File: config.mk
export PLATFORM = sky130hd
export DESIGN_NAME = clkdiv_multi
export DESIGN_NICKNAME = d
export VERILOG_FILES = /design/src/rtl/clkdiv_pkg.sv /design/src/rtl/clkdiv_chan.sv /design/src/rtl/clkdiv_multi.sv
export SDC_FILE = /design/constraint.sdc
export NUM_CORES = 1
export LEC_CHECK = 0
export CAP_MARGIN = 10
export CORE_MARGIN = 2
export CORE_UTILIZATION = 57
export CTS_CLUSTER_DIAMETER = 40
export CTS_CLUSTER_SIZE = 28
export DETAILED_ROUTE_END_ITERATION = 10
export HOLD_SLACK_MARGIN = 0.08
export PLACE_DENSITY_LB_ADDON = 0.08
export SYNTH_ARGS = -nofsm -noshare
export SYNTH_HDL_FRONTEND = slang
export SYNTH_SLANG_ARGS = --single-unit
File: constraint.sdc
create_clock -name clk -period 5.2 [get_ports clk]
set_clock_uncertainty 0.15 [all_clocks]
set_input_delay 0.52 -clock clk [delete_from_list [all_inputs] [get_ports clk]]
set_output_delay 0.52 -clock clk [all_outputs]
set_load 0.005 [all_outputs]
File: src/rtl/clkdiv_pkg.sv
// Shared constants for the multi-channel clock-enable generator: default widths,
// hardware and simulation divisor sets, and the reset-divisor packing helper.
package clkdiv_pkg;

  localparam int unsigned NCH_DEF = 4;
  localparam int unsigned CW_DEF  = 27;

  // Hardware divisors for a 100 MHz clk
  localparam logic [CW_DEF-1:0] DIV_1HZ  = CW_DEF'(100_000_000);
  localparam logic [CW_DEF-1:0] DIV_2HZ  = CW_DEF'(50_000_000);
  localparam logic [CW_DEF-1:0] DIV_SCAN = CW_DEF'(262_144);
  localparam logic [CW_DEF-1:0] DIV_ADJ  = CW_DEF'(20_000_000);

  // Shortened set so simulations see several periods quickly
  localparam logic [CW_DEF-1:0] DIV_1HZ_SIM  = CW_DEF'(10_000);
  localparam logic [CW_DEF-1:0] DIV_2HZ_SIM  = CW_DEF'(5_000);
  localparam logic [CW_DEF-1:0] DIV_SCAN_SIM = CW_DEF'(26);
  localparam logic [CW_DEF-1:0] DIV_ADJ_SIM  = CW_DEF'(2_000);

  // Packs four divisors with ch0 in the LSBs
  function automatic logic [NCH_DEF*CW_DEF-1:0] pack_div4(
    input logic [CW_DEF-1:0] d0,
    input logic [CW_DEF-1:0] d1,
    input logic [CW_DEF-1:0] d2,
    input logic [CW_DEF-1:0] d3
  );
    return {d3, d2, d1, d0};
  endfunction

  localparam logic [NCH_DEF*CW_DEF-1:0] DIV_INIT_HW =
    pack_div4(DIV_1HZ, DIV_2HZ, DIV_SCAN, DIV_ADJ);
  localparam logic [NCH_DEF*CW_DEF-1:0] DIV_INIT_SIM =
    pack_div4(DIV_1HZ_SIM, DIV_2HZ_SIM, DIV_SCAN_SIM, DIV_ADJ_SIM);

endpackage

File: src/rtl/clkdiv_chan.sv
// One divider channel: period counter, loadable divisor, registered tick and
// square-wave output.
module clkdiv_chan
  import clkdiv_pkg::*;
#(
  parameter int unsigned     CW      = CW_DEF,
  parameter logic [CW-1:0]   DIV_RST = CW'(1)
) (
  input  logic          clk,
  input  logic          rst_n,
  input  logic          active,
  input  logic          clr,
  input  logic          ld,
  input  logic [CW-1:0] ld_div,
  output logic          tick,
  output logic          sq
);

  logic [CW-1:0] cnt;
  logic [CW-1:0] div;
  logic [CW-1:0] eff_div_c;
  logic          term_c;

  // A zero divisor behaves like 1 so the channel never stalls
  always_comb begin
    eff_div_c = (div == '0) ? CW'(1) : div;
    term_c    = (cnt >= (eff_div_c - CW'(1)));
  end

  always_ff @(posedge clk or negedge rst_n) begin
    if (!rst_n) begin
      cnt  <= '0;
      div  <= DIV_RST;
      tick <= 1'b0;
      sq   <= 1'b0;
    end else begin
      tick <= 1'b0;
      if (ld) begin
        div <= ld_div;
      end
      // clr and load both restart the period; only clr realigns sq
      if (clr) begin
        cnt <= '0;
        sq  <= 1'b0;
      end else if (ld) begin
        cnt <= '0;
      end else if (active) begin
        if (term_c) begin
          cnt  <= '0;
          tick <= 1'b1;
          sq   <= ~sq;
        end else begin
          cnt <= cnt + CW'(1);
        end
      end
    end
  end

endmodule

File: src/rtl/clkdiv_multi.sv
// N-channel clock-enable generator with per-channel run-time divisors; decodes the
// shared divisor-load port and flags out-of-range selects.
module clkdiv_multi
  import clkdiv_pkg::*;
#(
  parameter int unsigned         NCH      = NCH_DEF,
  parameter int unsigned         CW       = CW_DEF,
  parameter logic [NCH*CW-1:0]   DIV_INIT = DIV_INIT_HW,
  parameter int unsigned         SELW     = (NCH > 1) ? $clog2(NCH) : 1
) (
  input  logic            clk,
  input  logic            rst_n,
  input  logic            en,
  input  logic            clr,
  input  logic [NCH-1:0]  ch_en,
  input  logic            ld,
  input  logic [SELW-1:0] ld_sel,
  input  logic [CW-1:0]   ld_div,
  output logic [NCH-1:0]  tick,
  output logic [NCH-1:0]  sq,
  output logic            ld_err
);

  logic ld_hit_c;

  assign ld_hit_c = ld && (32'(ld_sel) < 32'(NCH));

  always_ff @(posedge clk or negedge rst_n) begin
    if (!rst_n) begin
      ld_err <= 1'b0;
    end else begin
      ld_err <= ld && !ld_hit_c;
    end
  end

  for (genvar i = 0; i < int'(NCH); i++) begin : g_chan
    clkdiv_chan #(
      .CW      (CW),
      .DIV_RST (DIV_INIT[i*CW +: CW])
    ) u_chan (
      .clk    (clk),
      .rst_n  (rst_n),
      .active (en && ch_en[i]),
      .clr    (clr),
      .ld     (ld_hit_c && (ld_sel == SELW'(i))),
      .ld_div (ld_div),
      .tick   (tick[i]),
      .sq     (sq[i])
    );
  end

endmodule

==> reports/qor.yml, run 1 <==
clock_network:
  numClockSinks: 224
  cts_max_level: 2
  clock_tree_from_tritoncts: "built"
  cts.reportedPaths.clkPinSlew_ns: 0.06
  tritoncts.num_buffers: 38
  max-clock-path-buffers: 3
  clockRootBuffer: "clkbuf_16"
  worst_skew_pair.late_latency_ns: 0.52
drt:
  detail_route.wl_per_cell_um: 18.63
  detail_route.first_pass.iterations: 7
  detailedRoute.firstIterationViolations: 930
  route.final.wire_length_um: 36220
  post-route-drc-count: 0
  ant_nets: 0
  viasPerCell: 6.178
  detailroute.via_count: 12010
worst_setup_path:
  crit_path_end_kind: "flip-flop"
  setup.worst_path.start_class: "flip-flop"
  worst-endpoint-required_ns: 5.49
  worst-setup-path-type: "reg2reg"
  path_max_fanout: 24
  timing.critical_path.arrival_ns: 5.24
die:
  floorplan.die.height_um: 164.5
  die_w_um: 164.5
  core.rowCount: 58
  die-area_um2: 27070
  initial_util_pct: 58.16
  pin_count: 47
  core_region_area_um2: 25250
job:
  maxCapViolCount: 0
synth:
  yosys.area.top_type_share_pct: 32.54
  synth_top_cell_by_area: "dfrtp_1"
  yosys.cell_count.top_type: "dfrtp_1"
  sequential_area_share_after_synthesis_pct: 38.44
  async_flop_share_pct: 100.0
  synth_edf_count: 0
  synth_seq_cells: 224
  netlist_instances: 1524
  ys_warn_count: 0
  mappedNetlistArea_um2: 14690
  synthesis.area_per_instance_um2: 9.639
  synth.cells.most_frequent: "191 x dfrtp_1, 166 x nand2_1, 116 x ha_1"
  synth_ff_type: "dfrtp_1"
  synth.top_cells.by_area: "dfrtp_1 33%, ha_1 9.9%, mux2_2 8.4%, dfstp_2 5.9%, nand2_1 4.2%"
  library_cells_used_by_synthesis: 70
  mappedNetlistNets: 1678
cells_and_area:
  antennaDiodeCount: 0
  multi_input_comb_area_um2: 8805
  area_growth_pct: 16.07
  layout-drive-gt1-share_pct: 17.66
  final_design_area_no_fill_um2: 17050
  nFillCells: 2013
  register_area_um2: 5648
  finalNetCount: 1739
  finalCoreUtilization_pct: 67.51
timing:
  max_freq_mhz: 202.0
  timing.slew.headroom_pct: 30.96
  layout_min_cycle_time_ns: 4.950
  timing_max_transition_violations_final: 0
  worst_pin_slew_ns: 1.036
  final-setup-viol-count: 0
  min_period_over_period_pct: 95.20
  fin_setup_tns_ns: 0
  timing_hold_violations_final: 0
grt:
  total_grt_usage_pct: 27.32
  antenna_found_initial: 0
  grt_first_pass_wirelength_um: 59030
  grt_pass1_vias: 11520
  gr-total-overflow: 0
  pin_count_of_the_biggest_net_entering_global_routing: 114
pwr:
  power.ir.vdd_worst_mv: 0.2715
  power_density_nw_per_um2: 326.2
  totalPowerFinal_mw: 5.562
  leakagePower_nw: 7.021
placement:
  place.gp.congestion: 0.8476
  placed_area_um2: 15560
  dpl.hpwl_um: 25320
  port_buffer_count: 45
outcome:
  status: "completed"
worst_hold_path:
  hold_path.class: "reg2reg"
## cells by family after synthesis
group / count (synthesis) / synth area share (%)
buf+inv: 84 / 2.436
other cells: 1 / 0.02553
mux: 120 / 9.114
flops: 224 / 38.44
simple gates: 610 / 21.59
fa+ha+maj: 116 / 9.881
xor+xnor: 108 / 6.440
compound gates: 261 / 12.07
## through the flow
step / std cells / setup slack (ns) / hold slack (ns)
2_1_floorplan: 1524 / 0.2828 / 0.07441
3_3_place_gp: 1866 / 0.08330 / 0.3656
3_5_place_dp: 1866 / -0.02789 / 0.3757
4_1_cts: 1936 / 0.03102 / 0.3830
5_1_grt: 1944 / -0.02886 / 0.4182
6_report: 1944 / 0.2498 / 0.3853
## layout by cell type (no fill, tap or decap), types with 20 or more instances in the layout
master	count
dfrtp_1	190
nand2_1	165
ha_1	116
mux2_2	110
nor2_1	91
nand3_1	78
a21oi_1	73
xnor2_1	69
nor3_1	61
clkdlybuf4s50_1	44
o21ai_0	40
xor2_1	39
clkbuf_16	39
nand4_1	35
dfstp_2	33
and3_1	28
buf_4	28
a31oi_1	25
inv_1	24
or3_1	20
## registers in the layout, indices dropped and copies added, names as in the netlist
signal,cells
g_chan.u_chan.cnt,108
g_chan.u_chan.div,108
g_chan.u_chan.sq,4
g_chan.u_chan.tick,4
## worst paths after layout
kind | slack, ns | cells after the start | end | startpoint
hold / removal | 0.39 | 1 | g_chan[1].u_chan.cnt[5] | g_chan[1].u_chan.cnt[5]
min in group asynchronous | 0.46 | 2 | g_chan[2].u_chan.cnt[25] | rst_n
max in group asynchronous | 3.32 | 3 | g_chan[3].u_chan.div[7] | rst_n
hold reg to reg | 0.39 | 1 | g_chan[1].u_chan.cnt[5] | g_chan[1].u_chan.cnt[5]
setup / recovery | 0.25 | 19 | g_chan[2].u_chan.cnt[4] | g_chan[2].u_chan.div[19]
setup reg to reg | 0.25 | 19 | g_chan[2].u_chan.cnt[4] | g_chan[2].u_chan.div[19]
## worst max-delay path: stages, from the launching register on
cell and delay [ns]:
dfrtp_1 0.43, or4_1 0.61, or3_4 0.39, nor4_4 0.27, a31oi_2 0.17, ha_1 0.25, nand2b_1 0.13, nor2_1 0.10
nand2_1 0.16, nor2_1 0.07, xnor2_1 0.13, ha_1 0.29, a211oi_1 0.29, nor2_1 0.08, o32ai_1 0.23, o221ai_1 0.21
or2_1 0.30, buf_12 0.17, or3_1 0.35, o21ai_0 0.09
## per-layer routing
| layer | GRT usage (%) | vias to the layer above | part of all wire (%) |
|---|---|---|---|
| met5 | 0 | - | 0 |
| met4 | 7.668 | 0 | 1.9 |
| met3 | 3.993 | 59 | 5.2 |
| met2 | 44.09 | 259 | 47 |
| met1 | 38.48 | 5875 | 46 |
| li1 | - | 5818 | - |
## power by group
part / internal, mW / total [mW] / switching [mW]
Sequential: 1.95 / 2.17 / 0.220
Clock: 1.62 / 2.55 / 0.930
Combinational: 0.417 / 0.842 / 0.424
## what timing repair did
action	CTS	global route
pin swaps	0	9
hold endpoints to repair	96	0
endpoints found under the setup margin	19	103
gates resized for setup	1	22
hold buffers	1	0
buffers inserted	0	8
## final cells by class
type | count | share of cell area [%]
inverter | 24 | 0.5284
clock inverter | 23 | 1.585
clock buffer | 46 | 5.995
sequential | 224 | 33.13
timing repair buffer | 81 | 4.704
tap | 330 | 2.422
multi-input combinational | 1216 | 51.64
Note: power is estimated with default switching activity, not from simulation.
==> inputs of run 2 (changes only) <==
- ABC_AREA: default -> 1
- CORE_UTILIZATION: 57 -> 65
- SETUP_SLACK_MARGIN: default -> 0.1
- clock period: 5.2 -> 5.8 ns (I/O delays scaled with it)
==> run 2 against run 1 <==
Against the previous run: via count increased by 30%; sequential share of layout area decreased by 2.9 points; sequential power decreased by 13%; critical endpoint is now g_chan[2].u_chan.cnt[8].
==> reports/qor.yml, run 2 <==
drt:
  route.final.wire_length_um: 44870
  detailedRoute.firstIterationViolations: 1534
  detailroute.via_count: 15630
  ant_nets: 0
  detail_route.wl_per_cell_um: 15.88
  post-route-drc-count: 0
  detail_route.first_pass.iterations: 6
  viasPerCell: 5.531
worst_setup_path:
  timing.rr.end: "g_chan[2].u_chan.cnt[8]"
  setup.worst_path.start_class: "flip-flop"
  crit_path_end_kind: "flip-flop"
  reg2reg_setup_slack_ns: 1.27
  worst-endpoint-required_ns: 6.09
  path_max_fanout: 22
  timing.critical_path.arrival_ns: 4.82
  worst-setup-path-type: "reg2reg"
  worstRegToRegCells: 23
  rr_startpoint: "g_chan[2].u_chan.div[18]"
  critical_path.startpoint: "g_chan[2].u_chan.div[18]"
outcome:
  status: "completed"
timing:
  timing_max_transition_violations_final: 0
  max_freq_mhz: 220.7
  rsz0062_at_grt: "no"
  final-setup-viol-count: 0
  worst_pin_slew_ns: 1.184
  timing_hold_violations_final: 0
  min_period_over_period_pct: 78.11
  timing.slew.headroom_pct: 20.96
  layout_min_cycle_time_ns: 4.530
  fin_setup_tns_ns: 0
worst_hold_path:
  worstHoldStart: "g_chan[3].u_chan.div[13]"
  hold-path-endpoint: "g_chan[3].u_chan.div[13]"
  hold_path.class: "reg2reg"
  worst_hold_path_cell_count: 2
synth:
  yosys.cell_count.top_type: "nand2_1"
  yosys.area.top_type_share_pct: 28.54
  synth_seq_cells: 224
  synth_top_cell_by_area: "dfrtp_1"
  async_flop_share_pct: 100.0
  mappedNetlistNets: 2578
  synth_edf_count: 0
  netlist_instances: 2424
  mappedNetlistArea_um2: 16750
  synth.top_cells.by_area: "dfrtp_1 29%, nand2_1 18%, ha_1 8.7%, nor2_1 7.5%, inv_1 6.2%"
  synthesis.area_per_instance_um2: 6.909
  sequential_area_share_after_synthesis_pct: 33.72
  library_cells_used_by_synthesis: 43
  synth.cells.most_frequent: "807 x nand2_1, 334 x nor2_1, 275 x inv_1"
  synth_ff_type: "dfrtp_1"
  ys_warn_count: 0
die:
  pin_count: 47
  core_region_area_um2: 25250
  die-area_um2: 27070
  floorplan.die.height_um: 164.5
  initial_util_pct: 66.31
  core.rowCount: 58
  die_w_um: 164.5
job:
  maxCapViolCount: 0
pwr:
  power.ir.vdd_worst_mv: 0.2752
  power_density_nw_per_um2: 276.4
  leakagePower_nw: 9.555
grt:
  antenna_found_initial: 0
  grt_first_pass_wirelength_um: 72680
  pin_count_of_the_biggest_net_entering_global_routing: 116
  grt_pass1_vias: 14630
  total_grt_usage_pct: 33.58
  gr-total-overflow: 0
placement:
  dpl.hpwl_um: 33290
  port_buffer_count: 45
  place.gp.congestion: 0.9232
cells_and_area:
  biggestRegsByFlops: "g_chan.u_chan.cnt x108, g_chan.u_chan.div x108"
  antennaDiodeCount: 0
  layout-drive-gt1-share_pct: 6.891
  mostFrequentLayoutCell: "nand2_1"
  area_growth_pct: 11.48
  finalCoreUtilization_pct: 73.93
  layout.cells.most_common_list: "807 x nand2_1, 334 x nor2_1, 275 x inv_1, 191 x dfrtp_1, 118 x nand3_1"
  finalNetCount: 2621
clock_network:
  cts_max_level: 2
  numClockSinks: 224
  clock_tree_from_tritoncts: "built"
  tritoncts.num_buffers: 39
  cts.reportedPaths.clkPinSlew_ns: 0.05
  worst_skew_pair.late_latency_ns: 0.53
  max-clock-path-buffers: 3
  ctsResizeCount: 0
  clockRootBuffer: "clkbuf_16"
run 2: changes by cell type in the layout (fill, tap and decap cells not counted), moves of 60 or more:
cell	change
inv_1	+251
mux2_2	-110
xor2_1	+77
nor2_1	+243
o21ai_0	+60
nand2_1	+642
run 2: cells by family after synthesis:
kind of cell,Yosys count,synth area share [%]
buf+inv,333,8.248
other cells,1,0.02239
simple gates,1388,34.55
flops,224,33.72
xor+xnor,147,7.688
compound gates,215,7.112
fa+ha+maj,116,8.666
run 2: final cells by class:
type / count / area, um2
repair buffers: 48 / 493.0
inverters: 287 / 1077
clock inverters: 25 / 270.3
flip-flops and latches: 224 / 5647
well taps: 330 / 412.9
clock buffers: 45 / 1051
fillers: 2019 / 6584
multi-input cells: 1867 / 9719
run 2: metal layers:
layer  wire length [um]  vias up  track usage, %
met4               1064        0           9.170
met2              20740      501           54.49
met1              19860     7284           46.37
li1                   -     7754               -
met5                  0        -               0
met3               3208       91           6.002
run 2: timing repair:
action                    in CTS  in global routing
hold endpoints to repair      92                  0
hold buffers                   1                  0
buffers inserted               0                  0
run 2: where the power goes:
group | leakage, nW | switching (mW) | internal, mW
combinational | 6.02 | 0.622 | 0.346
sequential | 2.89 | 0.162 | 1.72
clock | 0.642 | 0.914 | 1.39
total | 9.56 | 1.70 | 3.46
run 2: worst max path at each step:
stage / cells after the start / endpoint
floorplan: 24 / g_chan[0].u_chan.cnt[14]
global placement: 23 / g_chan[2].u_chan.cnt[11]
detailed placement: 23 / g_chan[2].u_chan.cnt[13]
CTS: 23 / g_chan[2].u_chan.cnt[8]
global route: 23 / g_chan[2].u_chan.cnt[13]
finish: 23 / g_chan[2].u_chan.cnt[8]
run 2: worst max-delay path: stages (launching register included):
cell,delay [ns]
dfstp_2,0.58
nor2_1,0.06
nand2_1,0.09
nor2_1,0.07
nand4_1,0.11
nand2_1,0.10
inv_1,0.13
ha_1,0.20
nand3_1,0.18
nor3_1,0.49
nand2_1,0.14
xor2_1,0.17
ha_1,0.30
nand2_1,0.08
inv_1,0.05
nand2_1,0.06
nor2_1,0.05
nand2_1,0.08
nor2_1,0.04
nor2_1,0.10
nand3_2,0.19
nor2_2,0.75
nand3_1,0.14
nand2_1,0.12
run 2: stage by stage:
step / std cells / hold WS (ns) / setup slack, ns / total power [mW] / area [um2]
finish: 2826 / 0.3480 / 1.270 / 5.161 / 18670
CTS: 2826 / 0.3506 / 1.269 / 5.169 / 18670
global route: 2826 / 0.3744 / 0.7993 / 5.398 / 18670
floorplan: 2424 / 0.1344 / 2.292 / 2.551 / 16750
detailed placement: 2755 / 0.3421 / 1.408 / 2.852 / 17340
global placement: 2755 / 0.3384 / 1.541 / 2.817 / 17340
